### src/rtl/load_store_unit_pkg.sv
`default_nettype none
// ============================================================================
// Module      : load_store_unit_pkg
// Description : Shared func3 encodings, state encoding and alignment helper
//               for the load/store unit.
// Revision    : 1.0 - initial release
// ============================================================================
package load_store_unit_pkg;

    localparam logic [2:0] F3_B  = 3'b000;
    localparam logic [2:0] F3_H  = 3'b001;
    localparam logic [2:0] F3_W  = 3'b010;
    localparam logic [2:0] F3_BU = 3'b100;
    localparam logic [2:0] F3_HU = 3'b101;

    typedef logic [1:0] lsu_state_t;

    localparam lsu_state_t ST_IDLE = 2'd0;
    localparam lsu_state_t ST_BUSY = 2'd1;
    localparam lsu_state_t ST_DONE = 2'd2;

    // Only the size bits matter; unlisted size codes are treated as words.
    function automatic logic is_misaligned(input logic [1:0] size,
                                           input logic [1:0] offset);
        logic bad;
        case (size)
            2'b00:   bad = 1'b0;
            2'b01:   bad = offset[0];
            default: bad = (offset != 2'b00);
        endcase
        return bad;
    endfunction

endpackage
`default_nettype wire

### src/rtl/load_store_unit_load_align.sv
`default_nettype none
// ============================================================================
// Module      : lsu_load_align
// Description : Selects the addressed byte/half lane of a memory word and
//               sign- or zero-extends it to 32 bits.
// Revision    : 1.0 - initial release
// ============================================================================
module lsu_load_align
    import load_store_unit_pkg::*;
(
    input  logic [2:0]  func3,
    input  logic [1:0]  offset,
    input  logic [31:0] word,
    output logic [31:0] data
);

    logic [7:0]  byte_sel;
    logic [15:0] half_sel;

    always_comb begin
        case (offset)
            2'd0:    byte_sel = word[7:0];
            2'd1:    byte_sel = word[15:8];
            2'd2:    byte_sel = word[23:16];
            default: byte_sel = word[31:24];
        endcase
        half_sel = offset[1] ? word[31:16] : word[15:0];
    end

    always_comb begin
        case (func3)
            F3_B:    data = {{24{byte_sel[7]}}, byte_sel};
            F3_H:    data = {{16{half_sel[15]}}, half_sel};
            F3_BU:   data = {24'd0, byte_sel};
            F3_HU:   data = {16'd0, half_sel};
            default: data = word;
        endcase
    end

endmodule
`default_nettype wire

### src/rtl/load_store_unit.sv
`default_nettype none
// ============================================================================
// Module      : load_store_unit
// Description : Handshaked data-memory front end with byte strobes, load
//               extension, alignment checking and a request timeout.
// Revision    : 1.0 - initial release
// ============================================================================
module load_store_unit
    import load_store_unit_pkg::*;
#(
    parameter int TIMEOUT = 16,
    parameter int CNT_W   = 5
) (
    input  logic        clk,
    input  logic        rst,
    input  logic        mem_read,
    input  logic        mem_write,
    input  logic [2:0]  func3,
    input  logic [31:0] addr,
    input  logic [31:0] wdata,
    output logic [31:0] rdata,
    output logic        done,
    output logic        stall,
    output logic        misaligned,
    output logic        bus_err,
    output logic        mem_req,
    output logic        mem_we,
    output logic [31:0] mem_addr,
    output logic [3:0]  mem_wstrb,
    output logic [31:0] mem_wdata,
    input  logic        mem_ready,
    input  logic [31:0] mem_rdata
);

    localparam logic [CNT_W-1:0] LAST_COUNT = CNT_W'(TIMEOUT - 1);

    lsu_state_t       state;
    lsu_state_t       next_state;
    logic             access;
    logic             align_err;
    logic             launch;
    logic             timed_out;
    logic [CNT_W-1:0] count;
    logic [2:0]       lat_func3;
    logic [1:0]       lat_offset;
    logic [3:0]       store_strb;
    logic [31:0]      store_data;
    logic [31:0]      load_data;

    assign access    = mem_read | mem_write;
    assign align_err = is_misaligned(func3[1:0], addr[1:0]);
    assign launch    = (state == ST_IDLE) && access && !align_err;
    assign timed_out = (count == LAST_COUNT);

    // Store lane steering; the memory only writes lanes whose strobe is set.
    always_comb begin
        case (func3)
            F3_B: begin
                store_strb = 4'b0001 << addr[1:0];
                store_data = {4{wdata[7:0]}};
            end
            F3_H: begin
                store_strb = 4'b0011 << addr[1:0];
                store_data = {2{wdata[15:0]}};
            end
            default: begin
                store_strb = 4'b1111;
                store_data = wdata;
            end
        endcase
    end

    lsu_load_align u_load_align (
        .func3  (lat_func3),
        .offset (lat_offset),
        .word   (mem_rdata),
        .data   (load_data)
    );

    always_ff @(posedge clk or posedge rst) begin
        if (rst) begin
            state <= ST_IDLE;
        end else begin
            state <= next_state;
        end
    end

    // DONE always falls back to IDLE so the still-asserted request of the
    // same instruction cannot launch a second access.
    always_comb begin
        next_state = state;
        case (state)
            ST_IDLE: begin
                if (launch) begin
                    next_state = ST_BUSY;
                end
            end
            ST_BUSY: begin
                if (mem_ready || timed_out) begin
                    next_state = ST_DONE;
                end
            end
            ST_DONE: next_state = ST_IDLE;
            default: next_state = ST_IDLE;
        endcase
    end

    always_comb begin
        mem_req    = (state == ST_BUSY);
        done       = (state == ST_DONE);
        stall      = launch || (state == ST_BUSY);
        misaligned = (state == ST_IDLE) && access && align_err;
    end

    always_ff @(posedge clk or posedge rst) begin
        if (rst) begin
            mem_addr   <= 32'd0;
            mem_we     <= 1'b0;
            mem_wstrb  <= 4'd0;
            mem_wdata  <= 32'd0;
            lat_func3  <= 3'd0;
            lat_offset <= 2'd0;
            rdata      <= 32'd0;
            bus_err    <= 1'b0;
            count      <= '0;
        end else begin
            case (state)
                ST_IDLE: begin
                    if (launch) begin
                        mem_addr   <= {addr[31:2], 2'b00};
                        mem_we     <= mem_write;
                        mem_wstrb  <= mem_write ? store_strb : 4'd0;
                        mem_wdata  <= store_data;
                        lat_func3  <= func3;
                        lat_offset <= addr[1:0];
                        count      <= '0;
                    end
                end
                ST_BUSY: begin
                    if (mem_ready) begin
                        if (!mem_we) begin
                            rdata <= load_data;
                        end
                    end else if (timed_out) begin
                        bus_err <= 1'b1;
                        rdata   <= 32'd0;
                    end else begin
                        count <= count + CNT_W'(1);
                    end
                end
                ST_DONE: begin
                    bus_err <= 1'b0;
                    count   <= '0;
                end
                default: begin
                    count <= '0;
                end
            endcase
        end
    end

endmodule
`default_nettype wire

### config.mk
export PLATFORM = sky130hd
export DESIGN_NAME = load_store_unit
export DESIGN_NICKNAME = d
export VERILOG_FILES = /design/src/rtl/load_store_unit_pkg.sv /design/src/rtl/load_store_unit_load_align.sv /design/src/rtl/load_store_unit.sv
export SDC_FILE = /design/constraint.sdc
export NUM_CORES = 1
export LEC_CHECK = 0
export CAP_MARGIN = 10
export CORE_MARGIN = 10
export CORE_UTILIZATION = 44
export CTS_CLUSTER_DIAMETER = 100
export DETAILED_ROUTE_END_ITERATION = 10
export PLACE_DENSITY = 0.81
export SLEW_MARGIN = 20
export SYNTH_ARGS = -nofsm -noshare
export SYNTH_HDL_FRONTEND = slang
export SYNTH_SLANG_ARGS = --single-unit
### constraint.sdc
create_clock -name clk -period 5.17 [get_ports clk]
set_clock_uncertainty 0.2 [all_clocks]
set_input_delay 1.2925 -clock clk [delete_from_list [all_inputs] [get_ports clk]]
set_output_delay 1.2925 -clock clk [all_outputs]
set_load 0.005 [all_outputs]
# After elaboration in Yosys (flattened, before gate mapping)

Index checks and enable logic that the tools add are counted.

Bitwise logic cells: 1
Add/subtract/negate cells: 1
Mux-type cells: 20
Shift operators: 2
Reductions and logical operators: 19
Equal/unequal tests: 16

Operator list:

| kind                | count |
|---|---|
| $pmux 32 s4         | 1 |
| $mux 32             | 3 |
| $pmux 32 s2         | 1 |
| $pmux 8 s3          | 1 |
| $mux 16             | 1 |
| $mux 5              | 3 |
| $pmux 5 s2          | 1 |
| $reduce_and 3->1    | 3 |
| $ne 2x2->1 const B  | 4 |
| $pmux 4 s2          | 1 |
| $eq 2x1->1 const B  | 3 |
| $eq 3x1->1 const B  | 2 |
| $eq 3x3->1 const B  | 2 |
| $logic_not 2->1     | 3 |
| $logic_not 3->1     | 2 |
| $reduce_bool 2->1   | 3 |
| $add 5x1->5 const B | 1 |
| $eq 5x4->1 const B  | 1 |
| $eq 2x2->1 const B  | 2 |
| $mux 2              | 2 |
| $mux 4              | 1 |
| $ne 2x1->1 const B  | 2 |
| $pmux 1 s2          | 2 |
| $pmux 2 s2          | 1 |
| other kinds (8)     | 13 |

Logic and storage cells: 69
Output and inout port bits: 106
Register bits after elaboration: 112
Input bits: 104

# Depth between registers and ports, before layout

Gate-level depths: netlist of run 1.

Word-level depth: 6
Gate-level depth with buffers: 9
Depth with buffers taken out: 7

# By module

A second synthesis of run 1 with hierarchy kept.

Cells, all modules: 671
Area total of the unflattened synthesis: 5590.4 µm²

By module, submodules not included:

| module          | area each (µm²) | instances | cells an instance | seq. area each (µm²) |
|---|---|---|---|---|
| load_store_unit | 4867.2          | 1         | 540               | 2802.7 |
| lsu_load_align  | 723.2           | 1         | 131               | 0.0 |

# Worst setup path after synthesis of run 1

OpenSTA, ideal clock, no wires.

Path kind: in2out
From: input func3[1]
To: output stall
Buffers on the path: 2
Required time: 3678 ps
Cell stages on the path: 5
Setup slack: 1649 ps
Arrival: 2028 ps
Cells stage by stage: buf_4 > o21ai_4 > nand4_1 > buf_2 > nand2b_1

Longest elaborated chain between the ends: 5
Elaborated cells on any way between the ends: 6
Those cells by class: 1 x eq/ne; 1 x mux; 4 x reduce/logical

RTL lines:

| what                                                 | RTL line                  | source |
|---|---|---|
| from (decl)                                          | load_store_unit.sv:18     | `input logic [2:0] func3,` |
| $eq 2x1->1 / $logic_not 2->1 (equally long branches) | load_store_unit_pkg.sv:26 | `case (size)` |
| $pmux 1 s2 (*)                                       | load_store_unit_pkg.sv:26 |  |
| $logic_not 1->1 (*)                                  | load_store_unit.sv:52     | `assign launch = (state == ST_IDLE) && access && !align_err;` |
| $logic_and 1x1->1 (*)                                | load_store_unit.sv:52     |  |
| $logic_or 1x1->1 (*)                                 | load_store_unit.sv:111    | `stall = launch \|\| (state == ST_BUSY);` |
| to (decl)                                            | load_store_unit.sv:23     | `output logic stall,` |

Mark *: on every way between the ends. The rest lies on a longest branch, timed or not.

# Final worst setup path of run 1

From: input func3[1]
To: output misaligned

Longest elaborated chain between the ends: 3
Elaborated cells on any way between the ends: 4
Those cells by class: 1 x eq/ne; 1 x mux; 2 x reduce/logical

RTL lines:

| what                                                 | RTL line                  | source |
|---|---|---|
| $eq 2x1->1 / $logic_not 2->1 (equally long branches) | load_store_unit_pkg.sv:26 |  |
| $pmux 1 s2 (*)                                       | load_store_unit_pkg.sv:26 |  |
| $logic_and 1x1->1 (*)                                | load_store_unit.sv:112    | `misaligned = (state == ST_IDLE) && access && align_err;` |
| to (decl)                                            | load_store_unit.sv:24     | `output logic misaligned,` |

Marks and branches as above.

==> impl_metrics.py, run 1 <==
metrics = {
    "global_routing": {
        "gr-usage-all-layers_pct": 20.2,
        "grt_max_degree": 95,
        "first_global_vias": 4989,
        "overflow": 0,
        "grt_pass1_wl_mm": 26.6,
        "grt_antenna_before_repair": 0,
    },
    "layout": {
        "multiInputGateArea_um2": 2260,
        "layout_commonest_cell": "clkdlybuf4s50_1",
        "regArea_um2": 2800,
        "nets": 856,
        "final_util_pct": 64.4,
        "most-common-layout-cells": "207 x clkdlybuf4s50_1, 200 x nand2_1, 112 x dfrtp_1, 54 x o21ai_0, 32 x mux2i_1",
        "drive_gt1_share_pct": 3.72,
        "antenna_cells": 0,
        "n_fill_cell": 967,
        "syn_to_final_growth_pct": 44.7,
    },
    "power_and_ir_drop": {
        "ir_drop_v": 0.000321,
        "pwr-share-clk_pct": 16.5,
        "power_density_nw_per_um2": 543,
        "pwr-share-comb_pct": 45.3,
        "power_switching_share_pct": 34.4,
        "p_seq_share_pct": 38.2,
        "p_switching_uw": 1430,
        "p_leak_uw": 0.00348,
        "p_int_uw": 2730,
    },
    "logic_synthesis": {
        "synth_xor_area_share_pct": 0,
        "syn_area_per_cell_um2": 9.41,
        "synth.distinct_cells": 45,
        "synthAdderAreaFrac_pct": 1.18,
        "synth-compound-area-share_pct": 14.0,
        "synthFlopType": "dfrtp_1",
        "ys_seq_elements": 112,
        "synth_top_family_by_area": "simple AND/OR/NAND/NOR gates",
        "synth.yosys.seq_area_share_pct": 52.9,
        "async_reset_ff_share_pct": 100,
        "yosys.area_share.simple_pct": 20.4,
        "yosysWarnings": 0,
        "syn-cell-area_um2": 5300,
        "synth_cells": 563,
        "synth.area.mux_share_pct": 6.96,
        "synth-edff-count": 0,
    },
    "detailed_routing": {
        "routedWlPerCell_um": 19.0,
        "ant_nets": 0,
        "detail_route.vias_per_cell": 5.37,
        "vias": 4824,
        "firstDrtPassIters": 5,
        "drt-initial-drc-count": 571,
        "drcViolationCount": 0,
        "routed_wl_mm": 17.1,
    },
    "timing": {
        "worstMarginPinSlew_ns": 0.882,
        "rsz0062_at_grt": "no",
        "slew-limit-headroom_pct": 41.2,
        "drv_slew": 0,
        "totalNegativeSetupSlack_ns": 0,
        "fin_crit_sh_pct": 85.6,
        "hold_viol": 0,
        "setup_violations": 0,
        "fmax_mhz": 226,
        "period_needed_ns": 4.43,
    },
    "critical_path": {
        "crit_chain": "clkdlybuf4s50_1 -> nand2_1 -> a21oi_1 -> clkdlybuf4s50_1",
        "arrival_ns": 2.93,
        "cp.required_ns": 3.68,
        "cp-end-kind": "output pin",
        "crit_end": "misaligned",
        "cp_max_fo": 5,
        "path_class": "in2out",
        "cpMaxStageDelayCell": "clkdlybuf4s50_1",
        "r2r_end": "rdata[31]",
        "ff2ff_path_depth": 6,
        "reg2reg_from": "state[1]",
        "max_stage_delay_ns": 0.69,
        "cp-startpoint": "func3[1]",
        "worst-r2r-setup-slack_ns": 2.37,
        "path_common_cell": "clkdlybuf4s50_1",
        "crit_path_start_kind": "primary input",
    },
    "cts": {
        "cts_hold_buf": 0,
        "root_buffer": "clkbuf_16",
        "cts_setup_buffers": 0,
        "cts_sinks": 112,
        "htree_levels": 3,
        "cts_tree": "done",
        "numCtsBuffers": 9,
        "post_cts_resize_count": 0,
        "clock_latency_ns": 0.36,
        "clock_path_buffers": 2,
        "path_clk_slew_ns": 0.06,
    },
    "placed_design": {
        "dp_hpwl_mm": 13.0,
        "port-buffer-count": 207,
        "gp_congestion": 0.824,
    },
    "floorplanning": {
        "rows": 40,
        "die_x_um": 130,
        "fp.dieH_um": 130,
        "ios": 210,
        "coreArea_um2": 11900,
        "start_util_pct": 44.5,
        "dieArea_um2": 16800,
    },
    "run": {
        "maxCapViolCount": 0,
    },
    "outcome": {
        "outcome": "complete, no violations",
    },
    "min_path": {
        "hp-class": "reg2reg",
        "holdPathStages": 2,
    },
}
[per-layer routing]
| layer | vias up | global-route usage [%] | share of wire, % |
|---|---|---|---|
| li1 | 2277 | - | - |
| met1 | 2283 | 22.5 | 38 |
| met2 | 234 | 32.5 | 47 |
| met3 | 30 | 9.57 | 13 |
| met4 | 0 | 8.47 | 2.8 |
| met5 | - | 0 | 0 |
[critical path, delay by kind of cell]
| kind | cells | cell delay, ns |
|---|---|---|
| buf+inv | 2 | 1.23 |
| compound gates | 1 | 0.21 |
| simple gates | 1 | 0.20 |
[synth_stat cells (2+ instances only)]
cell	number	area share, %
a22o_1	3	0.50
a21oi_1	8	0.76
o21ai_0	54	5.1
clkbuf_1	16	1.1
ha_1	5	1.2
buf_4	3	0.42
or4b_1	3	0.57
buf_2	15	1.4
and3_1	2	0.24
o221ai_1	6	0.99
o22ai_1	5	0.59
inv_1	9	0.64
nor2b_1	9	1.1
nand2_1	200	14
or2_1	2	0.24
nand3_1	13	1.2
or3_1	3	0.35
a21o_1	5	0.71
buf_6	4	0.85
a221oi_1	4	0.66
dfrtp_1	112	53
a221o_1	16	3.0
nand2b_1	4	0.47
nand4_1	2	0.24
nor2_1	8	0.57
and3b_1	2	0.33
mux2i_1	32	6.0
[final cells by class]
type	instances	area share [%]
clock buffer	12	3.08
inverter	9	0.506
clock inverter	4	0.587
multi-input combinational	404	29.5
timing repair buffer	211	27.4
sequential	112	36.5
tap	147	2.40
[registers in the layout, indices dropped and copies added, names as in the netlist]
name and cells:
lat_offset 2, bus_err 1, count 5, mem_wstrb 4, lat_func3 3, state 2
rdata 32, mem_we 1, mem_addr 30, mem_wdata 32
[worst min-delay path by stage]
stage	start	endpoint	slack [ns]
after floorplan	mem_wstrb[0]	mem_wstrb[0]	0.26
after global placement	mem_addr[4]	mem_addr[4]	0.26
after detailed placement	rdata[11]	rdata[11]	0.26
after CTS	rdata[11]	rdata[11]	0.28
after global routing	mem_addr[2]	mem_addr[2]	0.30
final	rdata[11]	rdata[11]	0.27
[power groups by stage]
stage	clock network, µW	logic, µW	registers [µW]
floorplan	0	799	1550
global placement	0	1870	1570
detailed placement	0	1910	1600
CTS	699	1920	1590
global route	744	2080	1640
finish	688	1890	1590
[per-stage QoR]
step / cell area, µm² / hold slack [ns] / instances / total power (µW) / setup WS, ns
floorplan: 5300 / 0.263 / 564 / 2350 / 0.718
global placement: 7390 / 0.259 / 883 / 3440 / 0.847
detailed placement: 7390 / 0.259 / 883 / 3510 / 0.775
CTS: 7670 / 0.277 / 899 / 4210 / 0.762
global route: 7670 / 0.300 / 899 / 4470 / 0.668
finish: 7670 / 0.271 / 899 / 4160 / 0.743
[cell families after synthesis]
family	Yosys count
mux	35
buf+inv	48
other cells	1
simple gates	253
compound gates	109
fa+ha+maj	5
flops	112
Note: power is estimated with default switching activity, not from simulation.
==> run 2, diff against run 1 <==
- REMOVE_ABC_BUFFERS: default -> 1
==> run 2 against run 1 <==
Register-to-register slack got worse by 0.13 ns. Sequential power about the same. Global-route usage is 0.63 points lower. Non-clock buffer count up 1. Utilization rose by 0.68 points. Sequential share of layout area decreased by 0.38 points. Worst setup slack better by 0.10 ns. Final cell count grew 0.11%. Count of clock-buffer cells in the layout fell by 1. Critical path depth up 1. Critical path type unchanged.
==> impl_metrics.py, run 2 (synthesized netlist as in run 1, its figures left out) <==
metrics = {
    "cts": {
        "path_clk_slew_ns": 0.08,
        "cts_sinks": 112,
        "clock_path_buffers": 2,
        "cts_tree": "done",
        "post_cts_resize_count": 0,
        "numCtsBuffers": 9,
        "cts_setup_buffers": 0,
        "htree_levels": 3,
        "clock_latency_ns": 0.36,
        "cts_hold_buf": 0,
        "root_buffer": "clkbuf_16",
    },
    "detailed_routing": {
        "ant_nets": 0,
        "routed_wl_mm": 16.7,
        "detail_route.vias_per_cell": 5.36,
        "drcViolationCount": 0,
        "drt-initial-drc-count": 436,
        "vias": 4826,
        "firstDrtPassIters": 5,
        "routedWlPerCell_um": 18.6,
    },
    "critical_path": {
        "cp_top_family": "buffers and inverters",
        "arrival_ns": 2.83,
        "cp-end-kind": "output pin",
        "worst-r2r-setup-slack_ns": 2.24,
        "cpMaxStageDelayCell": "clkdlybuf4s50_1",
        "reg2reg_from": "state[1]",
        "path_class": "in2out",
        "cp_num_buf_inv": 2,
        "r2r_end": "rdata[21]",
        "crit_path_start_kind": "primary input",
        "path_common_cell": "clkdlybuf4s50_1",
        "cp_max_fo": 5,
        "max_stage_delay_ns": 0.57,
        "cp.required_ns": 3.68,
        "crit_chain": "clkdlybuf4s50_1 -> o21ai_4 -> nand4_1 -> nand2b_1 -> clkdlybuf4s50_1",
        "ff2ff_path_depth": 6,
    },
    "timing": {
        "slew-limit-headroom_pct": 34.8,
        "worstMarginPinSlew_ns": 0.979,
        "drv_slew": 0,
        "period_needed_ns": 4.32,
        "hold_viol": 0,
        "fmax_mhz": 231,
        "fin_crit_sh_pct": 83.6,
        "rsz0062_at_grt": "no",
        "totalNegativeSetupSlack_ns": 0,
        "setup_violations": 0,
    },
    "global_routing": {
        "grt_pass1_wl_mm": 25.9,
        "first_global_vias": 4888,
        "overflow": 0,
        "grt_max_degree": 95,
        "grt_antenna_before_repair": 0,
        "gr-usage-all-layers_pct": 19.5,
    },
    "layout": {
        "antenna_cells": 0,
        "n_fill_cell": 945,
        "syn_to_final_growth_pct": 46.3,
        "drive_gt1_share_pct": 4.25,
        "most-common-layout-cells": "207 x clkdlybuf4s50_1, 200 x nand2_1, 112 x dfrtp_1, 54 x o21ai_0, 32 x mux2i_1",
        "layout_commonest_cell": "clkdlybuf4s50_1",
        "top_regs": "mem_wdata x32, rdata x32, mem_addr x30",
        "postLayoutCellArea_um2": 7750,
        "nets": 857,
    },
    "outcome": {
        "outcome": "complete, no violations",
    },
    "min_path": {
        "holdPathStages": 2,
        "holdCritStartpoint": "rdata[9]",
        "hold_end": "rdata[9]",
        "hp-class": "reg2reg",
    },
    "placed_design": {
        "port-buffer-count": 207,
        "dp_hpwl_mm": 12.3,
        "gp_congestion": 0.822,
        "placed_area_um2": 7390,
    },
    "power_and_ir_drop": {
        "ir_drop_v": 0.000269,
        "power_density_nw_per_um2": 552,
        "p_leak_uw": 0.00351,
        "power_uw": 4280,
    },
    "floorplanning": {
        "die_x_um": 130,
        "dieArea_um2": 16800,
        "fp.dieH_um": 130,
        "start_util_pct": 44.5,
        "ios": 210,
        "coreArea_um2": 11900,
        "rows": 40,
    },
    "run": {
        "maxCapViolCount": 0,
    },
}
[run 2: worst reg2reg max path, stage by stage, from the launching register on]
cell      delay (ns)
dfrtp_1         0.39
inv_1           0.09
ha_1            0.50
and3b_1         0.62
nand2_1         0.19
a211oi_4        0.64
a221o_1         0.23
[run 2: how the worst max path moves through the flow]
stage              from          to  slack, ns  depth (start not counted)
2_1_floorplan  func3[0]       stall      -0.12                          3
3_3_place_gp   func3[1]  misaligned       0.85                          4
3_5_place_dp   func3[1]       stall       0.84                          5
4_1_cts        func3[1]       stall       0.84                          5
5_1_grt        func3[1]  misaligned       0.79                          4
6_report       func3[1]       stall       0.85                          5
[run 2: report_power, final]
part,internal [µW],total [µW],switching [µW]
Sequential,1290,1570,285
Combinational,1070,1880,812
Clock,500,823,323
Total,2860,4280,1420
[run 2: final cells by class]
class / count / area [µm²] / share of cell area, %
Inverter: 9 / 38.8 / 0.500
Timing Repair Buffer: 212 / 2110 / 27.2
Clock inverter: 5 / 103 / 1.32
Tap cell: 147 / 184 / 2.37
Clock buffer: 11 / 253 / 3.26
Multi-Input combinational cell: 404 / 2260 / 29.2
Sequential cell: 112 / 2800 / 36.2
[run 2: routing by layer]
layer	part of all wire, %	GRT usage, %
met1	39	22.5
met2	48	31.4
met3	11	8.60
met4	1.9	7.61
met5	0	0
[run 2: metrics by stage]
| step | setup WS, ns | hold WS, ns | util [%] | instances |
|---|---|---|---|---|
| global route | 0.788 | 0.295 | 65.1 | 900 |
| detailed placement | 0.841 | 0.260 | 62.1 | 884 |
| CTS | 0.842 | 0.277 | 65.1 | 900 |
| global placement | 0.854 | 0.257 | 62.1 | 884 |
| finish | 0.847 | 0.274 | 65.1 | 900 |
| floorplan | -0.116 | 0.263 | - | 525 |
==> run 3, diff against run 2 <==
- CORE_UTILIZATION: 44 -> 40
- PLACE_DENSITY: 0.81 -> 0.78
- clock period: 5.17 -> 3.6 ns (I/O delays scaled with it)
==> run 3 against run 2 <==
Register-to-register slack lost 1.0 ns. Global-route usage decreased by 1.2 points. Worst setup slack lost 0.71 ns. Final cell count up 3.7%. First-iteration DRC count down 30%. Flip-flop and latch count stayed put. Critical path depth is the same. Count of clock-buffer cells in the layout is 2 higher. Sequential power grew 45%. Hold slack improved by 0.00078 ns. Via count is 0.60% higher. Die area is 8.4% higher. Critical endpoint unchanged. Largest cell class unchanged. Largest power group unchanged.
==> impl_metrics.py, run 3 (synthesized netlist as in run 1, its figures left out) <==
metrics = {
    "layout": {
        "syn_to_final_growth_pct": 47.7,
        "final_cell_count_no_fill": 933,
        "drive_gt1_share_pct": 4.86,
        "n_fill_cell": 1025,
        "layout_commonest_cell": "clkdlybuf4s50_1",
        "top_regs": "mem_wdata x32, rdata x32, mem_addr x30",
        "postLayoutCellArea_um2": 7830,
        "nets": 865,
        "regArea_um2": 2800,
        "antenna_cells": 0,
        "most-common-layout-cells": "207 x clkdlybuf4s50_1, 200 x nand2_1, 112 x dfrtp_1, 54 x o21ai_0, 32 x mux2i_1",
        "final_util_pct": 61.3,
        "multiInputGateArea_um2": 2260,
    },
    "detailed_routing": {
        "firstDrtPassIters": 5,
        "routedWlPerCell_um": 18.4,
        "ant_nets": 0,
        "vias": 4855,
        "drt-initial-drc-count": 307,
        "drcViolationCount": 0,
        "routed_wl_mm": 17.2,
        "detail_route.vias_per_cell": 5.20,
    },
    "min_path": {
        "hp-class": "reg2reg",
        "hold_end": "mem_addr[24]",
        "holdPathStages": 2,
        "holdCritStartpoint": "mem_addr[24]",
    },
    "critical_path": {
        "cp_top_family": "buffers and inverters",
        "r2r_end": "rdata[14]",
        "cp-end-kind": "output pin",
        "cp_num_buf_inv": 2,
        "reg2reg_from": "lat_offset[1]",
        "ff2ff_path_depth": 4,
        "worst-r2r-setup-slack_ns": 1.24,
        "cp.required_ns": 2.50,
        "crit_path_start_kind": "primary input",
        "crit_chain": "clkdlybuf4s50_1 -> o21ai_4 -> nand4_1 -> nand2b_1 -> clkdlybuf4s50_1",
        "cp_max_fo": 2,
        "path_common_cell": "clkdlybuf4s50_1",
        "arrival_ns": 2.37,
        "max_stage_delay_ns": 0.52,
        "cpMaxStageDelayCell": "clkdlybuf4s50_1",
        "path_class": "in2out",
    },
    "timing": {
        "worstMarginPinSlew_ns": 0.886,
        "totalNegativeSetupSlack_ns": 0,
        "drv_slew": 0,
        "fin_crit_sh_pct": 96.3,
        "fmax_mhz": 288,
        "slew-limit-headroom_pct": 41.0,
        "rsz0062_at_grt": "no",
        "period_needed_ns": 3.47,
        "hold_viol": 0,
        "setup_violations": 0,
    },
    "run": {
        "maxCapViolCount": 0,
    },
    "global_routing": {
        "grt_pass1_wl_mm": 27.1,
        "grt_antenna_before_repair": 0,
        "first_global_vias": 5086,
        "overflow": 0,
        "grt_max_degree": 95,
        "gr-usage-all-layers_pct": 18.3,
    },
    "floorplanning": {
        "coreArea_um2": 12800,
        "start_util_pct": 41.5,
        "die_x_um": 135,
        "rows": 41,
        "ios": 210,
        "fp.dieH_um": 135,
        "dieArea_um2": 18300,
    },
    "outcome": {
        "outcome": "complete, no violations",
    },
    "cts": {
        "cts_tree": "done",
        "clock_latency_ns": 0.34,
        "clock_path_buffers": 2,
        "post_cts_resize_count": 0,
        "cts_setup_buffers": 0,
        "numCtsBuffers": 9,
        "root_buffer": "clkbuf_16",
        "cts_sinks": 112,
        "path_clk_slew_ns": 0.07,
        "htree_levels": 3,
        "cts_hold_buf": 0,
    },
    "placed_design": {
        "gp_congestion": 0.849,
        "placed_area_um2": 7510,
        "port-buffer-count": 207,
        "dp_hpwl_mm": 13.0,
        "place_inst": 917,
    },
    "power_and_ir_drop": {
        "p_int_uw": 4040,
        "power_uw": 6080,
        "p_seq_share_pct": 37.4,
        "pwr-share-clk_pct": 17.6,
        "p_switching_uw": 2040,
        "power_density_nw_per_um2": 777,
        "power_switching_share_pct": 33.6,
        "p_leak_uw": 0.00354,
        "pwr-share-comb_pct": 44.9,
        "ir_drop_v": 0.000317,
    },
}
==> run 3: cell types whose count changed in the layout (fill, tap and decap cells not counted), sizes merged <==
cell      previous run  this run
clkbuf              11        13
clkinvlp             1         0
bufinv               3         2
buf                  5        13
==> run 3: worst max-delay path by stage <==
stage	depth (start not counted)	slack, ns	from	endpoint
finish	5	0.13	func3[0]	stall
global route	5	0.04	func3[1]	stall
CTS	5	0.12	func3[0]	stall
detailed placement	5	0.12	func3[0]	stall
global placement	5	0.11	func3[0]	stall
floorplan	3	-0.90	func3[0]	stall
==> run 3: layout make-up <==
cell class              count  share of cell area (%)
inverters                   9                   0.464
clock buffers              13                    3.20
repair buffers            220                    28.0
multi-input cells         404                    28.9
clock inverters             3                   0.831
flip-flops and latches    112                    35.8
well taps                 172                    2.75
==> run 3: worst reg2reg max path, delay by kind of cell (launching register included) <==
family             cells  cell delay, ns
AOI/OAI and AO/OA      2            0.52
DFF                    1            0.86
muxes                  1            0.60
and+or+nand+nor        1            0.07
==> run 3: routing by layer <==
metal	up-vias	track usage (%)	share of wire [%]
li1	2294	-	-
met1	2316	20.5	39
met2	220	31.3	49
met3	25	6.94	9.8
met4	0	6.34	1.7
met5	-	0	0
==> run 3: power by group through the flow <==
| stage | clock, µW | combinational, µW | sequential (µW) |
|---|---|---|---|
| after global placement | 0 | 2690 | 2260 |
| after global routing | 1160 | 3000 | 2360 |
| after floorplan | 0 | 1030 | 2270 |
| final | 1070 | 2730 | 2280 |
| after detailed placement | 0 | 2770 | 2290 |
| after CTS | 1100 | 2780 | 2280 |
==> run 3: metrics by stage <==
step	worst slack (ns)	hold WS (ns)
2_1_floorplan	-0.901	0.263
5_1_grt	0.0444	0.300
3_3_place_gp	0.115	0.253
4_1_cts	0.117	0.279
3_5_place_dp	0.117	0.261
6_report	0.133	0.275
==> patch, RTL diff (config.mk and constraints of run 3) <==
Make the reset (`rst`) synchronous in 2 clocked blocks.
--- a/src/rtl/load_store_unit.sv
+++ b/src/rtl/load_store_unit.sv
@@ -78,5 +78,5 @@
     );
 
-    always_ff @(posedge clk or posedge rst) begin
+    always_ff @(posedge clk) begin
         if (rst) begin
             state <= ST_IDLE;
@@ -113,5 +113,5 @@
     end
 
-    always_ff @(posedge clk or posedge rst) begin
+    always_ff @(posedge clk) begin
         if (rst) begin
             mem_addr   <= 32'd0;
Check against the original RTL: differs if rst is asserted again (counterexample within 4 cycles, from zero or initial values and one cycle with rst high); with rst held inactive, the same outputs for 4 cycles.
==> patch against run 3 <==
  * Synthesized area down 6.5%
  * Setup slack improved by 0.035 ns
  * Critical path depth rose by 1
  * Routed wire length down 1.8%
  * Final area decreased by 4.3%
  * Via count is 3.7% higher
  * Largest cell class is now multi-input combinational cells
  * Sequential cell count stayed put
  * Utilization increased by 0.85 points
  * Non-clock buffer count rose by 6
Power is not compared: it rests on default switching activity, and its combinational part moved more than twofold at a synthesized area within 25%.
==> patch: results (changes against run 3) <==
Placed design
  – DP HPWL: 12.6 mm (was 13.0 mm)
  – Routability cong.: 0.805 (was 0.849)
  – DP Cell Count: 931 (was 917)
  – Placed Area: 7160 um2 (was 7510 um2)

Cells and area
  – Fill cells: 1021 (was 1025)
  – Layout cells sized above 1: 0.0616 (was 0.0486)
  – Post-Layout Cell Count: 947 (was 933)
  – Fin nets: 883 (was 865)

Clocking
  – Clock buffer depth: 2 (unchanged)
  – Total CTS buffers: 9 (unchanged)
  – Post-CTS Resized: 1 (was 0)
  – Worst-path clk slew: 0.07 ns (about the same)
  – Clock root buffer: clkbuf_16 (unchanged)

Logic synthesis
  – Post-synth top cells: 128 x nand2_1, 112 x dfxtp_1, 68 x a21oi_1 (was 200 x nand2_1, 112 x dfrtp_1, 54 x o21ai_0)
  – Register area share after synthesis: 0.453 (was 0.529)
  – Top_reg_cell synth: dfxtp_1 (was dfrtp_1)
  – Post-synthesis xor/xnor area fraction: 0 (unchanged)
  – Synth Area in Adders: 0.0126 (was 0.0118)
  – Mux cell area share after synthesis: 0.0573 (was 0.0696)
  – Area contributors post-synth: dfxtp_1 45%, nand2_1 9.7%, a21oi_1 6.9%, mux2i_1 5.1%, o21ai_0 3.8% (was dfrtp_1 53%, nand2_1 14%, mux2i_1 6.0%, o21ai_0 5.1%, a221o_1 3.0%)
  – Synth Area in Compound Gates: 0.245 (was 0.140)
  – Distinct cells, synth: 43 (was 45)
  – Post-synthesis async set-or-reset flop share: 0 (was 1.00)
  – Cells after Synth: 584 (was 563)

Critical path
  – CP max FO: 4 (was 2)
  – CP top delay family: buffers and inverters (unchanged)
  – R2R Setup Slk: 1.06 ns (was 1.24 ns)
  – R2R cell count: 6 (was 4)
  – Slowest-stage cell, CP: clkdlybuf4s50_1 (unchanged)
  – Reg-to-reg endpoint: rdata[18] (was rdata[14])
  – RR Startpoint: state[1] (was lat_offset[1])

GRT
  – Initial antenna violation count: 0 (unchanged)
  – Tot GR Track Use: 0.186 (was 0.183)
  – Largest net degree at the start of global routing: 90 (was 95)
  – Vias in the first global route: 5010 (was 5086)
  – Wire length of the first global-routing pass: 26.8 mm (was 27.1 mm)

Run status
  – Outcome: finished, final reports clean (unchanged)

Hold path
  – WHS Endpoint: mem_addr[20] (was mem_addr[24])
  – Hold Path Class: flop to flop (unchanged)
  – Hold Path Stages: 2 (unchanged)
  – Hold_sp: mem_addr[20] (was mem_addr[24])

Route
  – Drt total wl: 16.9 mm (was 17.2 mm)
  – First-pass DRT Iterations: 7 (was 5)
  – Initial DRC Count: 459 (was 307)
  – Post-DR vias/cell: 5.32 (was 5.20)

Power
  – Max rail drop VDD: 0.249 mV
  – Leak: 2.68 nW

Timing
  – Worst Tran Pin Value: 0.920 ns (was 0.886 ns)
  – Hold_ws: 0.253 ns (was 0.275 ns)
patch: worst max path at each step:
stage	startpoint	depth (start not counted)	endpoint	slack, ns
after global routing	addr[0]	6	misaligned	0.13
after CTS	func3[1]	5	stall	0.03
after detailed placement	func3[0]	5	stall	-0.03
after floorplan	mem_write	3	stall	0.12
final	addr[0]	6	misaligned	0.17
after global placement	func3[0]	5	stall	-0.01
patch: power breakdown:
group	total (W)	switching (W)	leakage, nW	internal (W)
clock	0.00108	0.000462	0.158	0.000619
sequential	0.00140	0.0000608	0.914	0.00134
combinational	0.000746	0.000345	1.61	0.000401
total	0.00322	0.000868	2.68	0.00236
patch: layout make-up:
type                            count  share of cell area
Inverter                            7             0.00351
Clock inverter                      3             0.00618
Sequential cell                   112               0.299
Clock buffer                       13              0.0374
Timing Repair Buffer              226               0.297
Tap cell                          168              0.0281
Multi-Input combinational cell    418               0.329
patch: cell families (layout without fill, tap and decap cells):
kind of cell,count (synthesis),after routing
simple gates,200,200
other cells,1,2
compound gates,184,184
fa+ha+maj,5,5
buf+inv,55,249
flops,112,112
mux,27,27
patch: tightest hold or removal path: cells and delay by family, from the launching register on:
kind | cells | cell delay [ns]
AOI/OAI and AO/OA | 1 | 0.05
DFF | 1 | 0.31
and+or+nand+nor | 1 | 0.05
patch: stage by stage:
step	TNS, ns	setup WS (ns)	total power (W)	util
after floorplan	0	0.122	0.00171	-
after global placement	-0.0139	-0.0139	0.00215	0.594
after detailed placement	-0.0331	-0.0331	0.00218	0.594
after CTS	0	0.0304	0.00326	0.621
after global routing	0	0.127	0.00337	0.621
final	0	0.168	0.00322	0.621
patch: routing by layer:
layer  GRT usage  vias up  part of all wire
met5           0        -                 0
met4      0.0575        0             0.015
met3      0.0694       17              0.10
met2       0.305      206              0.47
met1       0.221     2354              0.42
li1            -     2458                 -
